### src/rtl/warp_done_tracker_if.sv
// Port bundle between the block scheduler side and the per-block warp done tracker.
// All signals are qualified by clk_in of the attached tracker.
interface warp_done_tracker_if #(
   parameter int NUM_WARPS = 32,
   parameter int WARP_ID_W = 5
);
   // Handshake: there is no ready back-pressure. blk_start, wdone_valid and
   // blk_abort are single-cycle strobes that the tracker always samples on
   // the rising edge. wdone_id is meaningful only while wdone_valid is high.
   // init_mask_in must be valid in the cycle after blk_start. blk_done is a
   // one-cycle pulse that arrives together with the all-ones done_mask.
   logic                 blk_start;
   logic [NUM_WARPS-1:0] init_mask_in;
   logic                 wdone_valid;
   logic [WARP_ID_W-1:0] wdone_id;
   logic                 blk_abort;
   logic [NUM_WARPS-1:0] done_mask;
   logic [WARP_ID_W:0]   remaining;
   logic                 busy;
   logic                 blk_done;
   logic                 err_dup;
   logic                 err_spurious;
   logic [1:0]           dbg_state;

   modport master (
      output blk_start, init_mask_in, wdone_valid, wdone_id, blk_abort,
      input  done_mask, remaining, busy, blk_done, err_dup, err_spurious, dbg_state
   );

   modport slave (
      input  blk_start, init_mask_in, wdone_valid, wdone_id, blk_abort,
      output done_mask, remaining, busy, blk_done, err_dup, err_spurious, dbg_state
   );
endinterface

### src/rtl/warp_done_tracker.sv
// Tracks per-warp completion of one thread block. It loads the LUT done-mask,
// ORs in warp completion events and pulses blk_done once all slots are done.
module warp_done_tracker #(
   parameter int NUM_WARPS = 32,
   parameter int WARP_ID_W = 5
) (
   input logic                 clk_in,
   input logic                 host_reset_n,
   warp_done_tracker_if.slave  bus
);
   localparam int CNT_W = WARP_ID_W + 1;
   localparam logic [CNT_W-1:0] NUM_WARPS_C = CNT_W'(NUM_WARPS);

   localparam logic [1:0] ST_IDLE = 2'd0;
   localparam logic [1:0] ST_LOAD = 2'd1;
   localparam logic [1:0] ST_RUN  = 2'd2;
   localparam logic [1:0] ST_DONE = 2'd3;

   logic [1:0]           state_q, state_d;
   logic [NUM_WARPS-1:0] mask_q, mask_d;
   logic [CNT_W-1:0]     rem_q, rem_d;
   logic                 done_q, done_d;
   logic                 dup_q, dup_d;
   logic                 spur_q, spur_d;
   logic                 mask_we;
   logic [NUM_WARPS-1:0] onehot;

   function automatic logic [CNT_W-1:0] popcount(input logic [NUM_WARPS-1:0] m);
      logic [CNT_W-1:0] cnt;
      cnt = '0;
      for (int i = 0; i < NUM_WARPS; i++) cnt = cnt + CNT_W'(m[i]);
      return cnt;
   endfunction

   always_comb begin
      state_d = state_q;
      mask_d  = mask_q;
      done_d  = 1'b0;
      dup_d   = dup_q;
      spur_d  = spur_q;
      mask_we = 1'b0;
      onehot  = '0;
      onehot[bus.wdone_id] = 1'b1;

      case (state_q)
         ST_IDLE, ST_DONE: begin
            // A new block wins over a simultaneous stray completion event.
            if (bus.blk_start) begin
               state_d = ST_LOAD;
               dup_d   = 1'b0;
               spur_d  = 1'b0;
            end else if (bus.wdone_valid) begin
               spur_d = 1'b1;
            end
         end
         ST_LOAD: begin
            mask_we = 1'b1;
            if (bus.blk_abort) begin
               state_d = ST_IDLE;
               mask_d  = '0;
            end else begin
               mask_d = bus.init_mask_in | (bus.wdone_valid ? onehot : '0);
               if (bus.blk_start) spur_d = 1'b1;
               if (&mask_d) begin
                  state_d = ST_DONE;
                  done_d  = 1'b1;
               end else begin
                  state_d = ST_RUN;
               end
            end
         end
         ST_RUN: begin
            if (bus.blk_abort) begin
               state_d = ST_IDLE;
               mask_d  = '0;
               mask_we = 1'b1;
            end else begin
               if (bus.blk_start) spur_d = 1'b1;
               if (bus.wdone_valid) begin
                  if (mask_q[bus.wdone_id]) begin
                     dup_d = 1'b1;
                  end else begin
                     mask_d  = mask_q | onehot;
                     mask_we = 1'b1;
                  end
               end
               if (&mask_d) begin
                  state_d = ST_DONE;
                  done_d  = 1'b1;
               end
            end
         end
         default: state_d = ST_IDLE;
      endcase

      // remaining only moves with a mask write, so it reads 0 out of reset.
      rem_d = mask_we ? (NUM_WARPS_C - popcount(mask_d)) : rem_q;
   end

   always_ff @(posedge clk_in) begin
      if (!host_reset_n) begin
         state_q <= ST_IDLE;
         mask_q  <= '0;
         rem_q   <= '0;
         done_q  <= 1'b0;
         dup_q   <= 1'b0;
         spur_q  <= 1'b0;
      end else begin
         state_q <= state_d;
         mask_q  <= mask_d;
         rem_q   <= rem_d;
         done_q  <= done_d;
         dup_q   <= dup_d;
         spur_q  <= spur_d;
      end
   end

   assign bus.done_mask    = mask_q;
   assign bus.remaining    = rem_q;
   assign bus.busy         = (state_q == ST_LOAD) || (state_q == ST_RUN);
   assign bus.blk_done     = done_q;
   assign bus.err_dup      = dup_q;
   assign bus.err_spurious = spur_q;
   assign bus.dbg_state    = state_q;
endmodule

### src/flat_wrapper.sv
// flat-port wrapper written by rule: the top's interface ports become plain ports
module warp_done_tracker_flat 
#(
   parameter int NUM_WARPS = 32,
   parameter int WARP_ID_W = 5
)
  (clk_in, host_reset_n, bus_blk_start, bus_init_mask_in, bus_wdone_valid, bus_wdone_id, bus_blk_abort, bus_done_mask, bus_remaining, bus_busy, bus_blk_done, bus_err_dup, bus_err_spurious, bus_dbg_state);
  warp_done_tracker_if #(.NUM_WARPS(NUM_WARPS), .WARP_ID_W(WARP_ID_W)) bus_i ();
  input logic clk_in;
  input logic host_reset_n;
  input wire logic [$bits(bus_i.blk_start)-1:0] bus_blk_start;
  input wire logic [$bits(bus_i.init_mask_in)-1:0] bus_init_mask_in;
  input wire logic [$bits(bus_i.wdone_valid)-1:0] bus_wdone_valid;
  input wire logic [$bits(bus_i.wdone_id)-1:0] bus_wdone_id;
  input wire logic [$bits(bus_i.blk_abort)-1:0] bus_blk_abort;
  output wire logic [$bits(bus_i.done_mask)-1:0] bus_done_mask;
  output wire logic [$bits(bus_i.remaining)-1:0] bus_remaining;
  output wire logic [$bits(bus_i.busy)-1:0] bus_busy;
  output wire logic [$bits(bus_i.blk_done)-1:0] bus_blk_done;
  output wire logic [$bits(bus_i.err_dup)-1:0] bus_err_dup;
  output wire logic [$bits(bus_i.err_spurious)-1:0] bus_err_spurious;
  output wire logic [$bits(bus_i.dbg_state)-1:0] bus_dbg_state;
  assign bus_i.blk_start = bus_blk_start;
  assign bus_i.init_mask_in = bus_init_mask_in;
  assign bus_i.wdone_valid = bus_wdone_valid;
  assign bus_i.wdone_id = bus_wdone_id;
  assign bus_i.blk_abort = bus_blk_abort;
  assign bus_done_mask = bus_i.done_mask;
  assign bus_remaining = bus_i.remaining;
  assign bus_busy = bus_i.busy;
  assign bus_blk_done = bus_i.blk_done;
  assign bus_err_dup = bus_i.err_dup;
  assign bus_err_spurious = bus_i.err_spurious;
  assign bus_dbg_state = bus_i.dbg_state;
  warp_done_tracker #(.NUM_WARPS(NUM_WARPS), .WARP_ID_W(WARP_ID_W)) u_core (.clk_in(clk_in), .host_reset_n(host_reset_n), .bus(bus_i));
endmodule
### config.mk
export PLATFORM = sky130hd
export DESIGN_NAME = warp_done_tracker_flat
export DESIGN_NICKNAME = d
export VERILOG_FILES = /design/src/rtl/warp_done_tracker_if.sv /design/src/rtl/warp_done_tracker.sv /design/src/flat_wrapper.sv
export SDC_FILE = /design/constraint.sdc
export NUM_CORES = 1
export LEC_CHECK = 0
export CAP_MARGIN = 10
export CORE_ASPECT_RATIO = 1.2
export CORE_MARGIN = 5
export CORE_UTILIZATION = 48
export CTS_CLUSTER_SIZE = 25
export DETAILED_ROUTE_END_ITERATION = 8
export PLACE_DENSITY = 0.84
export SYNTH_ARGS = -nofsm -noshare
export SYNTH_HDL_FRONTEND = slang
export SYNTH_SLANG_ARGS = --single-unit
### constraint.sdc
create_clock -name clk_in -period 7.6 [get_ports clk_in]
set_clock_uncertainty 0.15 [all_clocks]
set_input_delay 0.76 -clock clk_in [delete_from_list [all_inputs] [get_ports clk_in]]
set_output_delay 0.76 -clock clk_in [all_outputs]
set_load 0.01 [all_outputs]
# Word-level counts from Yosys, hierarchy flattened
# Cells that the tools add are included.
# classes
n_reduce_logical	11
n_bitwise	2
add_sub_neg	32
mux	37
shift	0
mul	0
magnitude_cmp	2
div	0
eq_ne	11
# op_table
cell	n
$mux 32	7
$add 6x1->6	30
$or 32x32->32	2
$pmux 32 s2	1
$reduce_and 32->1	2
$mux 1	18
$mux 2	4
$ne 2x2->1 const B	4
$pmux 1 s2	4
$lt 5x6->1 const B	1
$pmux 2 s3	1
$sub 6x6->6 const A	1
$bmux 1 s5	1
$demux 1 s5	1
$ge 5x1->1 const B	1
$reduce_and 5->1	1
$eq 2x2->1 const B	2
$ne 2x1->1 const B	2
$reduce_or 2->1	2
$ne 3x2->1 const B	1
$ne 3x3->1 const B	1
$reduce_and 3->1	1
$add 1x1->2	1
$eq 2x1->1 const B	1
5 further kinds	5
# word_totals
regBits	43
elab_cells	101
memories	0
inputBits	42
latchBits	0
mem_bits_rw	0
romBits	0

# Depth between registers and ports, before layout
# Gate-level depths: netlist of run 1.
# depth
word_depth	43
mapped_depth	30
ltp_nobuf	27

# Least setup slack after synthesis of run 1
# OpenSTA, ideal clock, no wires.
# synth_path
kind	in2reg
from	input port bus_wdone_id[2]
to	register u_core.rem_q[3] (netlist: u_core.bus.remaining[3])
path_buffers	1
slack_ps	353
stages	26
t_required_ps	7322
arrival_ps	6970
path_cell_list	buf_2 nor3_1 a22o_1 a21oi_4 o21ai_2 nor3_1 o21a_1 o22ai_1 fa_1 ha_1 fa_1 inv_1 fa_1 inv_1 fa_1 fa_1 inv_1 fa_1 inv_1 fa_1 ha_1 inv_1 fa_1 inv_1 mux2i_1 nor2_1
# synth_via
elab_chain_len	43
elab_cells_between_ends	53
cone_classes	add/sub: 32; order compare: 2; mux: 16; bitwise: 2; reduce/logical: 1
# synth_rtl
element	line	text
start, declared	flat_wrapper.sv:14	input wire logic [$bits(bus_i.wdone_id)-1:0] bus_wdone_id;
$lt 5x6->1 (implied by the code) / $ge 5x1->1 (equally long branches)	warp_done_tracker.sv:43	onehot[bus.wdone_id] = 1'b1;
$logic_and 1x1->1 (implied by the code)	warp_done_tracker.sv:43	
$mux 1 (implied by the code)	warp_done_tracker.sv:43	
$demux 1 s5	-	
$or 32x32->32	warp_done_tracker.sv:83	mask_d = mask_q | onehot;
$mux 32	warp_done_tracker.sv:80	if (mask_q[bus.wdone_id]) begin
$mux 32	warp_done_tracker.sv:79	if (bus.wdone_valid) begin
$mux 32	warp_done_tracker.sv:73	if (bus.blk_abort) begin
$mux 32	warp_done_tracker.sv:45	case (state_q)
$mux 32	warp_done_tracker.sv:73	
$pmux 32 s2	warp_done_tracker.sv:45	
$add 1x1->2	warp_done_tracker.sv:31	for (int i = 0; i < NUM_WARPS; i++) cnt = cnt + CNT_W'(m[i]);
$add 6x1->6 (30 in series)	warp_done_tracker.sv:31	
$sub 6x6->6	warp_done_tracker.sv:97	rem_d = mask_we ? (NUM_WARPS_C - popcount(mask_d)) : rem_q;
end signal, assigned	warp_done_tracker.sv:111	rem_q <= rem_d;
end, declared	warp_done_tracker.sv:21	logic [CNT_W-1:0] rem_q, rem_d;
# Parallel ways exist; a longest one is shown, timed or not. The select of a mux whose other input is x is not followed.
# A chain may end at the register's enable or synchronous reset.

# Worst setup path after layout of run 1
# layout_path
from	input port bus_wdone_id[0]
to	register u_core.rem_q[3] (netlist: u_core.bus.remaining[3])
# Same word-level chain as after synthesis.

==> results by stage, run 1 <==
Status:
- The run finished with clean final reports.

Floorplan:
- The die is 97.7 um wide.
- The die is 115 um tall.
- The I/O pin total is 86.
- The die covers 0.0113 mm^2.
- The starting utilization of the core area is 0.490.
- The total core area is 0.00903 mm^2.
- The initialized floorplan defines 38 standard-cell rows.

CTS:
- The clock insertion delay at the later pin of the skew report is 0.32 ns.
- TritonCTS built the clock tree.
- The number of buffers created by CTS is 5.
- The number of sinks driven by the clock tree is 43.
- The clock passes through at most 2 buffers.
- In this run the number of H-tree levels came out at 2.
- The post-CTS clock slew at the launch and capture registers of the worst setup and hold paths is 0.09 ns.
- The master cell of the clock root buffer is sky130_fd_sc_hd__clkbuf_8.

Drt:
- The count of TritonRoute iterations in the first routing pass is 7.
- In the final routed layout, each cell accounts on average for 22.1 um.
- The via count is 5082.
- The count of nets left with antenna violations after detail routing is 0.
- The overall routed net length is 19000 um.
- After detailed routing, the number of vias per cell comes to 5.92.
- The DRC violation count after routing is 0.
- The number of design-rule violations left by the first detailed-router iteration is 449.

Worst setup path:
- Of all nets on the critical path, the largest fanout is 3.
- The critical path capture point type is a register.
- The arrival time reported for the critical path endpoint is 7.37 ns.
- The startpoint-to-endpoint class of the critical path is input port to register.
- The setup check on the worst reg-to-reg path leaves a slack of 0.45 ns.
- STA puts the critical path data required time at 7.62 ns.
- STA classifies the critical path startpoint as an input port.

Cells and area:
- The final-layout fill cell count is 756.
- The area of all placed cells without fillers is 0.00633 mm^2.
- The fraction of final layout cells with drive strength greater than 1 is 0.240.
- The final net count is 837.
- Compared with the post-synthesis result, the final layout area differs by 42.9%.
- The number of antenna diodes in the final layout is 0.

Logic synthesis:
- The share of synthesized area in the top cell type comes to 0.194.
- The average cell area after synthesis is 7.82 um^2.
- Synthesis produced 566 cells.
- By count the netlist is led by 106 x sky130_fd_sc_hd__nor2_1, 61 x sky130_fd_sc_hd__inv_1, 60 x sky130_fd_sc_hd__a21oi_1.
- Of all cell types, the one taking the most synthesized area is sky130_fd_sc_hd__dfxtp_1.
- The most common cell in the synthesized netlist is sky130_fd_sc_hd__nor2_1.
- The number of flops mapped to enable cells by yosys is 0.
- Counting flops and latches in the post-synthesis netlist gives 43.
- The count of cell types in the netlist is 67.
- The share of the Yosys chip area taken by registers is 0.194.
- Counting every net in the synthesized netlist gives 665.
- The commonest register cell after synthesis is sky130_fd_sc_hd__dfxtp_1.
- The fraction of synthesis flops using an asynchronous set or reset pin is 0.
- The mapped cell area is 0.00443 mm^2.
- The Yosys step of the flow raised 0 warnings.
- After synthesis, the cell types taking the most area are sky130_fd_sc_hd__dfxtp_1 19%, sky130_fd_sc_hd__fa_1 11%, sky130_fd_sc_hd__ha_1 9.3%, sky130_fd_sc_hd__nor2_1 9.0%, sky130_fd_sc_hd__a21oi_1 6.8%.

STA:
- The share of the cycle needed by the critical path after routing is 0.967.
- The count of endpoints failing setup in the final report is 0.
- The achievable frequency is 136 MHz.
- The count of endpoints failing hold in the final timing report was 0.
- The final count of pins violating max slew is 0.
- The final critical-path required period is 7.35 ns.
- The relative slew slack is 0.455.
- At the pin with the least slew margin, the transition time is 0.816 ns.
- Setup repair after global routing left no endpoint under its margin.
- On the final layout, the worst hold slack is 0.355 ns.

Place:
- The cell area after placement is 0.00606 mm^2.
- After legalization and detailed placement, the total HPWL measured 15400 um.
- The placer congestion estimate is 1.03.
- The number of port buffers is 85.

Pwr:
- The clock share of power is 0.116.
- The internal power of the cells totals 0.739 mW.
- The part of the total power dissipated in sequential elements is 0.192.
- The switching power of the nets is 0.604 mW.
- Of the total power, combinational logic draws 0.692.
- The switching share of power is 0.450.
- In this run the static leakage power is 2.74 nW.
- In this run the power density over the cells is 212 mW/mm^2.
- IR analysis of the VDD net gives a maximum drop of 0.617 mV.

GRT:
- The first global-routing pass estimated 29300 um of wire.
- The largest net degree at the start of global routing is 23.
- The aggregate global-route resource usage is 0.341.
- The via count of the first global-routing pass is 5248.
- Global routing finished with a remaining overflow of 0.
- The initial antenna violation count is 0.

Hold path:
- In this run the worst hold path is classified as register to register.

Job:
- The total of max-cap violations is 0.
-- critical path, stage by stage --
cell and delay (ns):
sky130_fd_sc_hd__clkbuf_2 0.13, sky130_fd_sc_hd__mux4_2 0.51, sky130_fd_sc_hd__a22o_4 0.29, sky130_fd_sc_hd__a21oi_4 0.14, sky130_fd_sc_hd__o21ai_2 0.09, sky130_fd_sc_hd__nor3_2 0.16
sky130_fd_sc_hd__o21a_1 0.17, sky130_fd_sc_hd__o22ai_2 0.08, sky130_fd_sc_hd__fa_1 0.50, sky130_fd_sc_hd__ha_1 0.23, sky130_fd_sc_hd__fa_1 0.51, sky130_fd_sc_hd__inv_1 0.06
sky130_fd_sc_hd__fa_1 0.41, sky130_fd_sc_hd__inv_1 0.09, sky130_fd_sc_hd__fa_1 0.44, sky130_fd_sc_hd__fa_1 0.56, sky130_fd_sc_hd__inv_1 0.06, sky130_fd_sc_hd__fa_1 0.54
sky130_fd_sc_hd__inv_1 0.06, sky130_fd_sc_hd__fa_1 0.55, sky130_fd_sc_hd__ha_2 0.20, sky130_fd_sc_hd__inv_1 0.07, sky130_fd_sc_hd__fa_2 0.52, sky130_fd_sc_hd__inv_1 0.04
sky130_fd_sc_hd__mux2i_1 0.13, sky130_fd_sc_hd__nor2_1 0.06
-- flip-flops by register name (all words and copies together), names as in the netlist --
register,count
u_core.bus.blk_done,1
u_core.bus.done_mask,32
u_core.bus.remaining,6
u_core.bus.dbg_state,2
u_core.bus.err_dup,1
u_core.bus.err_spurious,1
-- logic make-up after synthesis --
logic type,share of synthesized area
muxes,0.0548
buffers and inverters,0.0885
DFF,0.194
xor gates and xnor gates,0.00396
adders and majority gates,0.202
AOI/OAI and AO/OA,0.224
and+or+nand+nor,0.233
-- cell type report --
class                           instances  area (um^2)  share of cell area
Multi-Input combinational cell        431         3330               0.526
Timing Repair Buffer                  195         1670               0.263
Sequential cell                        43          861               0.136
Inverter                               62          235              0.0372
Tap cell                              120          150              0.0237
Clock buffer                            6         72.6              0.0115
Clock inverter                          2         12.5             0.00198
-- cell usage in the layout, fill, tap and decap left out, drive strengths merged, types with 3 or more instances in the layout --
cell and count:
nor2 106, buf 110, or3b 4, nand3b 5, and2 17, o22a 15
a31oi 8, fa 24, a21oi 61, clkbuf 11, mux2i 19, and3b 4
nor3 11, inv 62, o221a 4, and3 3, nor4 13, dfxtp 43
clkdlybuf4s50 79, o2111ai 4, or3 3, o21a 3, o21ai 19, nand2 16
nand3 4, ha 33, nand2b 4, nand4 5, o22ai 14
-- stage by stage --
| step | TNS [ns] | setup WS, ns | total power, mW | util | std cells |
|---|---|---|---|---|---|
| final | 0 | 0.253 | 1.34 | 0.700 | 859 |
| after global routing | 0 | 0.0134 | 1.48 | 0.700 | 859 |
| after CTS | 0 | 0.131 | 1.33 | 0.688 | 856 |
| after detailed placement | -1.31 | -0.472 | 1.17 | 0.670 | 846 |
| after global placement | -0.669 | -0.270 | 1.08 | 0.670 | 846 |
| after floorplan | 0 | 0.353 | 0.821 | - | 566 |
-- final timing paths --
path / start / to / cells past startpoint
setup / recovery: bus_wdone_id[0] / u_core.bus.remaining[3]$_SDFFE_PN0P_ / 26
hold / removal: u_core.bus.err_dup$_SDFFE_PN0P_ / u_core.bus.err_dup$_SDFFE_PN0P_ / 2
setup reg to reg: u_core.bus.done_mask[3]$_SDFF_PN0_ / u_core.bus.remaining[3]$_SDFFE_PN0P_ / 25
hold reg to reg: u_core.bus.err_dup$_SDFFE_PN0P_ / u_core.bus.err_dup$_SDFFE_PN0P_ / 2
-- per-layer routing --
metal | GRT usage | vias up | wire length [um]
met5 | 0 | - | 0
met4 | 0.189 | 0 | 1250
met1 | 0.402 | 2381 | 7150
met2 | 0.589 | 282 | 9090
li1 | - | 2338 | -
met3 | 0.0625 | 81 | 1500
-- power groups by stage --
stage               combinational (mW)  clock [mW]  sequential [mW]
global route                      1.05       0.168            0.259
finish                           0.929       0.156            0.258
detailed placement               0.905           0            0.262
CTS                              0.918       0.159            0.257
global placement                 0.819           0            0.262
floorplan                        0.554           0            0.267
-- what timing repair did --
item,CTS,global route
setup buffers,2,3
pin swaps,4,15
resized for setup,19,38
setup endpoints to repair,3,3
hold buffers,0,0
No activity file was read; power rests on OpenSTA's default activity.
==> run 2: changes to the inputs <==
Settings changed: CTS_CLUSTER_DIAMETER set to 30.
==> results of run 2 <==
The final DEF is identical to that of run 1; final timing and power are the same.
